[src/rtl/muldiv_pkg.sv]
// muldiv_pkg: func codes, FSM states and op types shared by the mult/div sequencer
package muldiv_pkg;
    localparam logic [5:0] F_MULT  = 6'b011000;
    localparam logic [5:0] F_MULTU = 6'b011001;
    localparam logic [5:0] F_DIV   = 6'b011010;
    localparam logic [5:0] F_DIVU  = 6'b011011;
    localparam logic [5:0] F_MFHI  = 6'b010000;
    localparam logic [5:0] F_MFLO  = 6'b010010;
    typedef enum logic [1:0] {IDLE, ITER, FIX} state_t;
    // encoding mirrors func[1:0]: bit 1 selects divide, bit 0 selects unsigned
    typedef enum logic [1:0] {OP_MULS = 2'b00, OP_MULU = 2'b01, OP_DIVS = 2'b10, OP_DIVU = 2'b11} op_t;
    function automatic logic is_muldiv(input logic [5:0] f);
        return f[5:2] == 4'b0110;
    endfunction
    function automatic logic is_div(input op_t o);
        return o[1];
    endfunction
endpackage

[src/rtl/muldiv_if.sv]
// muldiv_if: decode/regfile side of the mult/div sequencer
interface muldiv_if #(
    parameter int WIDTH = 32
);
    logic             start;
    logic [5:0]       func;
    logic [WIDTH-1:0] rs_val;
    logic [WIDTH-1:0] rt_val;
    logic             hilo_req;
    logic             busy;
    logic             stall;
    logic             done;
    logic             div_by_zero;
    logic [WIDTH-1:0] hi;
    logic [WIDTH-1:0] lo;
    modport master (
        output start, func, rs_val, rt_val, hilo_req,
        input  busy, stall, done, div_by_zero, hi, lo
    );
    modport slave (
        input  start, func, rs_val, rt_val, hilo_req,
        output busy, stall, done, div_by_zero, hi, lo
    );
endinterface

[src/rtl/muldiv_step.sv]
// muldiv_step: one shift-add multiply or restoring-divide iteration over the {hi,lo} accumulator
module muldiv_step
    import muldiv_pkg::*;
#(
    parameter int WIDTH = 32
) (
    input  op_t                  op,
    input  logic [2*WIDTH-1:0]   acc,
    input  logic [WIDTH-1:0]     opb,
    output logic [2*WIDTH-1:0]   acc_nx
);
    logic [WIDTH:0] sum, rem, diff;
    always_comb begin
        sum = {1'b0, acc[2*WIDTH-1:WIDTH]} + {1'b0, opb};
        // remainder after the left shift, kept one bit wider so the trial subtract cannot overflow
        rem = acc[2*WIDTH-1:WIDTH-1];
        diff = rem - {1'b0, opb};
        acc_nx = is_div(op)
            ? (diff[WIDTH] ? {rem[WIDTH-1:0], acc[WIDTH-2:0], 1'b0} : {diff[WIDTH-1:0], acc[WIDTH-2:0], 1'b1})
            : (acc[0] ? {sum, acc[WIDTH-1:1]} : {1'b0, acc[2*WIDTH-1:1]});
    end
endmodule

[src/rtl/muldiv_sequencer.sv]
// muldiv_sequencer: multi-cycle MULT/MULTU/DIV/DIVU engine owning HI/LO
// and stalling decode while an op is in flight
module muldiv_sequencer
    import muldiv_pkg::*;
#(
    parameter int WIDTH = 32
) (
    input logic clk,
    input logic rst_b,
    muldiv_if.slave m
);
    localparam int CW = $clog2(WIDTH);
    state_t             state, state_nx;
    op_t                op;
    logic [CW-1:0]      cnt;
    logic               neg_q, neg_r, done_q, dbz_q, busy;
    logic               accept, dz, go, sgn, a_neg, b_neg;
    logic [2*WIDTH-1:0] acc, acc_nx, res;
    logic [WIDTH-1:0]   a_mag, b_mag, opb, hi, lo;
    muldiv_step #(.WIDTH(WIDTH)) u_step (.op(op), .acc(acc), .opb(opb), .acc_nx(acc_nx));
    always_comb begin
        accept = state == IDLE && m.start && is_muldiv(m.func);
        sgn = !m.func[0];
        dz = accept && m.func[1] && m.rt_val == '0;
        go = accept && !dz;
        a_neg = sgn && m.rs_val[WIDTH-1];
        b_neg = sgn && m.rt_val[WIDTH-1];
        a_mag = a_neg ? -m.rs_val : m.rs_val;
        b_mag = b_neg ? -m.rt_val : m.rt_val;
        // quotient takes the xor of signs, remainder follows the dividend
        res = is_div(op)
            ? {neg_r ? -acc[2*WIDTH-1:WIDTH] : acc[2*WIDTH-1:WIDTH], neg_q ? -acc[WIDTH-1:0] : acc[WIDTH-1:0]}
            : (neg_q ? -acc : acc);
        state_nx = state == IDLE ? (go ? ITER : IDLE) : state == ITER ? (cnt == '0 ? FIX : ITER) : IDLE;
    end
    always_ff @(posedge clk or negedge rst_b)
        if (!rst_b) state <= IDLE;
        else state <= state_nx;
    always_ff @(posedge clk or negedge rst_b) begin
        if (!rst_b) begin
            op <= OP_MULS;
            cnt <= '0;
            neg_q <= 1'b0;
            neg_r <= 1'b0;
            acc <= '0;
            opb <= '0;
            hi <= '0;
            lo <= '0;
            done_q <= 1'b0;
            dbz_q <= 1'b0;
        end else begin
            done_q <= state == FIX || dz;
            dbz_q <= dz;
            if (go) begin
                op <= op_t'(m.func[1:0]);
                neg_q <= a_neg ^ b_neg;
                neg_r <= a_neg;
                acc <= {{WIDTH{1'b0}}, m.func[1] ? a_mag : b_mag};
                opb <= m.func[1] ? b_mag : a_mag;
                cnt <= CW'(WIDTH - 1);
            end else if (state == ITER) begin
                acc <= acc_nx;
                cnt <= cnt - 1'b1;
            end
            if (state == FIX) begin
                hi <= res[2*WIDTH-1:WIDTH];
                lo <= res[WIDTH-1:0];
            end
        end
    end
    assign busy = state != IDLE;
    assign m.busy = busy;
    assign m.stall = busy && (m.hilo_req || m.start);
    assign m.done = done_q;
    assign m.div_by_zero = dbz_q;
    assign m.hi = hi;
    assign m.lo = lo;
endmodule

[src/flat_wrapper.sv]
// flat-port wrapper written by rule: the top's interface ports become plain ports
module muldiv_sequencer_flat import muldiv_pkg::*;
#(
    parameter int WIDTH = 32
)
  (clk, rst_b, m_start, m_func, m_rs_val, m_rt_val, m_hilo_req, m_busy, m_stall, m_done, m_div_by_zero, m_hi, m_lo);
  muldiv_if #(.WIDTH(WIDTH)) m_i ();
  input logic clk;
  input logic rst_b;
  input wire logic [$bits(m_i.start)-1:0] m_start;
  input wire logic [$bits(m_i.func)-1:0] m_func;
  input wire logic [$bits(m_i.rs_val)-1:0] m_rs_val;
  input wire logic [$bits(m_i.rt_val)-1:0] m_rt_val;
  input wire logic [$bits(m_i.hilo_req)-1:0] m_hilo_req;
  output wire logic [$bits(m_i.busy)-1:0] m_busy;
  output wire logic [$bits(m_i.stall)-1:0] m_stall;
  output wire logic [$bits(m_i.done)-1:0] m_done;
  output wire logic [$bits(m_i.div_by_zero)-1:0] m_div_by_zero;
  output wire logic [$bits(m_i.hi)-1:0] m_hi;
  output wire logic [$bits(m_i.lo)-1:0] m_lo;
  assign m_i.start = m_start;
  assign m_i.func = m_func;
  assign m_i.rs_val = m_rs_val;
  assign m_i.rt_val = m_rt_val;
  assign m_i.hilo_req = m_hilo_req;
  assign m_busy = m_i.busy;
  assign m_stall = m_i.stall;
  assign m_done = m_i.done;
  assign m_div_by_zero = m_i.div_by_zero;
  assign m_hi = m_i.hi;
  assign m_lo = m_i.lo;
  muldiv_sequencer #(.WIDTH(WIDTH)) u_core (.clk(clk), .rst_b(rst_b), .m(m_i));
endmodule
[config.mk]
export PLATFORM = sky130hd
export DESIGN_NAME = muldiv_sequencer_flat
export DESIGN_NICKNAME = d
export VERILOG_FILES = /design/src/rtl/muldiv_pkg.sv /design/src/rtl/muldiv_if.sv /design/src/rtl/muldiv_step.sv /design/src/rtl/muldiv_sequencer.sv /design/src/flat_wrapper.sv
export SDC_FILE = /design/constraint.sdc
export NUM_CORES = 1
export LEC_CHECK = 0
export CAP_MARGIN = 10
export CORE_UTILIZATION = 60
export DETAILED_ROUTE_END_ITERATION = 10
export DONT_BUFFER_PORTS = 1
export MAX_ROUTING_LAYER = met4
export PLACE_DENSITY = 0.89
export SYNTH_ARGS = -nofsm -noshare
export SYNTH_HDL_FRONTEND = slang
export SYNTH_HIERARCHICAL = 1
export SYNTH_SLANG_ARGS = --single-unit
[constraint.sdc]
create_clock -name clk -period 3.39 [get_ports clk]
set_clock_uncertainty 0.2 [all_clocks]
set_input_delay 0.339 -clock clk [delete_from_list [all_inputs] [get_ports clk]]
set_output_delay 0.339 -clock clk [all_outputs]
set_load 0.01 [all_outputs]
==> flow_metrics.py <==
metrics = {
    "status": {
        "violations": "negative hold slack, negative setup slack",
        "outcome": "finished with violations",
    },
    "setup_path": {
        "critical_path_class": "reg2reg",
        "cp.arrival_ps": 3560,
        "required_ps": 3510,
        "path_max_fanout": 6,
        "end_kind": "flip-flop",
        "reg2reg_slack_ps": -40,
        "cp-start-kind": "flip-flop",
    },
    "sta": {
        "finalWorstSetupSlack_ps": -43.5,
        "hold_violations": 172,
        "fin_crit_ps": 3430,
        "period_share_pct": 101,
        "whs_ps": -632,
        "rsz0062_at_grt": "true",
        "drv_slew": 0,
        "relSlewSlack_pct": 29.5,
        "setup_viol": 5,
        "fmax_mhz": 291,
        "worstMarginPinSlew_ps": 1050,
        "finalSetupTns_ps": -118,
    },
    "clocking": {
        "clk_path_buf_depth": 2,
        "root_buffer": "clkbuf_16",
        "path_clk_slew_ps": 90,
        "cts_hold_buf": 11,
        "clock-sinks": 172,
        "clk_latency_ps": 450,
        "htreeDepth": 4,
        "cts_made_buffers": 17,
        "cts_tree": "built",
    },
    "floorplan": {
        "die_area_um2": 25900,
        "fp-row-count": 57,
        "start_util_pct": 61.7,
        "chipHeight_um": 161,
        "die-width_um": 161,
        "io_pins": 142,
        "coreArea_um2": 24500,
    },
    "drt": {
        "avgViaCountPerCell": 6.69,
        "vias": 15600,
        "drcViolationCount": 0,
        "wl_per_cell_um": 22.3,
        "wirelength_um": 52100,
        "final_antenna_net_count": 0,
        "drtIter0Drc": 2062,
        "drtPass1Iterations": 7,
    },
    "cells_and_area": {
        "insertedDiodeCount": 0,
        "layout.nets": 2141,
        "syn2layout_area_growth_pct": 14.8,
        "final_layout_size_suffix_gt1_share_pct": 14.7,
    },
    "placement": {
        "portBuffers": 0,
        "dp_hpwl_um": 38600,
        "pre_cts_ws_ps": -184,
        "gp_congestion": 1.02,
    },
    "power": {
        "power_uw": 15200,
        "powerDensity_nw_per_um2": 876,
        "p_leak_uw": 0.00747,
        "ir_worst_vdd_mv": 0.723,
    },
    "global_routing": {
        "grt_antenna_before_repair": 0,
        "grt_overflow_total": 0,
        "grt_pass1_wl_um": 80500,
        "grt_usage_pct": 40.7,
        "grt_max_degree": 173,
        "grt_pass1_vias": 14600,
    },
    "logic_synthesis": {
        "synth_fp_nets": 2074,
        "syn_avg_cell_area_um2": 7.84,
        "yosysWarningCount": 6,
        "synthesis.area_um2": 15100,
        "syn_inst": 1929,
    },
    "flow_run": {
        "maxCapViolations": 0,
    },
    "min_path": {
        "hp-class": "in2async",
    },
}
==> path summary, 6_finish.rpt <==
check | cells past startpoint | to | startpoint
max | 15 | u_core/acc[40] | u_core/opb[0]
min | 0 | u_core/m.hi[14] | rst_b
max reg2reg | 15 | u_core/acc[40] | u_core/opb[0]
min reg2reg | 1 | u_core/state[1] | u_core/cnt[4]
max in group asynchronous | 0 | u_core/opb[12] | rst_b
min in group clk | 3 | u_core/opb[24] | m_rt_val[24]
==> layout make-up <==
cell class | instances | area, um2
multi-input cells | 1581 | 10500
flip-flops and latches | 172 | 4310
clock buffers | 17 | 425
repair buffers | 154 | 1290
inverters | 70 | 263
clock inverters | 15 | 209
fillers | 1961 | 7160
well taps | 324 | 405
==> registers in the layout (all words and copies together) (netlist names), 2 cells and up <==
| register | flops |
|---|---|
| u_core/opb | 32 |
| u_core/m.hi | 32 |
| u_core/cnt | 5 |
| u_core/acc | 64 |
| u_core/m.lo | 32 |
| u_core/state | 2 |
==> placed cells by master, fill, tap and decap left out, types with 60 or more instances in the layout <==
cell	instances
a21oi_1	163
xor2_1	86
xnor2_1	87
o21ai_0	161
inv_1	67
buf_4	135
dfrtp_1	167
nor2_1	128
nand2_1	296
ha_1	60
==> per-stage QoR <==
step	util [%]	area (um2)	cells
after global placement	65.9	16200	2278
after floorplan	-	15100	1929
after detailed placement	65.9	16200	2278
final	70.8	17400	2333
after CTS	69.5	17000	2325
after global routing	70.8	17400	2333
==> critical path: stages (launching register included) <==
cell and delay (ps):
dfrtp_1 400, ha_2 200, fa_2 340, nand2b_4 160, a21oi_4 160, o2111ai_4 170
a21boi_4 210, o2111ai_2 140, and3_4 240, nor3_4 260, buf_12 180, clkbuf_16 160
mux2i_1 230, mux2i_1 110, nand2_1 80, a21oi_1 70
==> report_power, final <==
| part | leakage, uW | internal (uW) | switching (uW) |
|---|---|---|---|
| Clock | 0.000302 | 1020 | 1060 |
| Sequential | 0.00214 | 2490 | 724 |
| Combinational | 0.00503 | 4450 | 5470 |
| Total | 0.00747 | 7970 | 7250 |
==> layer usage <==
layer / track usage, % / up-vias / part of all wire (%)
met3: 7.36 / 193 / 10
li1: - / 7078 / -
met2: 62.3 / 945 / 45
met4: 15.4 / 0 / 4.2
met5: - / - / 0
met1: 53.6 / 7396 / 41
==> what timing repair did <==
action / CTS / global route
endpoints found under the setup margin: 32 / 38
hold endpoints to repair: 196 / 172
pin swaps: 12 / 34
setup buffers: 3 / 7
gates cloned: 1 / 1
gates resized for setup: 15 / 58
Note: power is estimated with default switching activity, not from simulation.
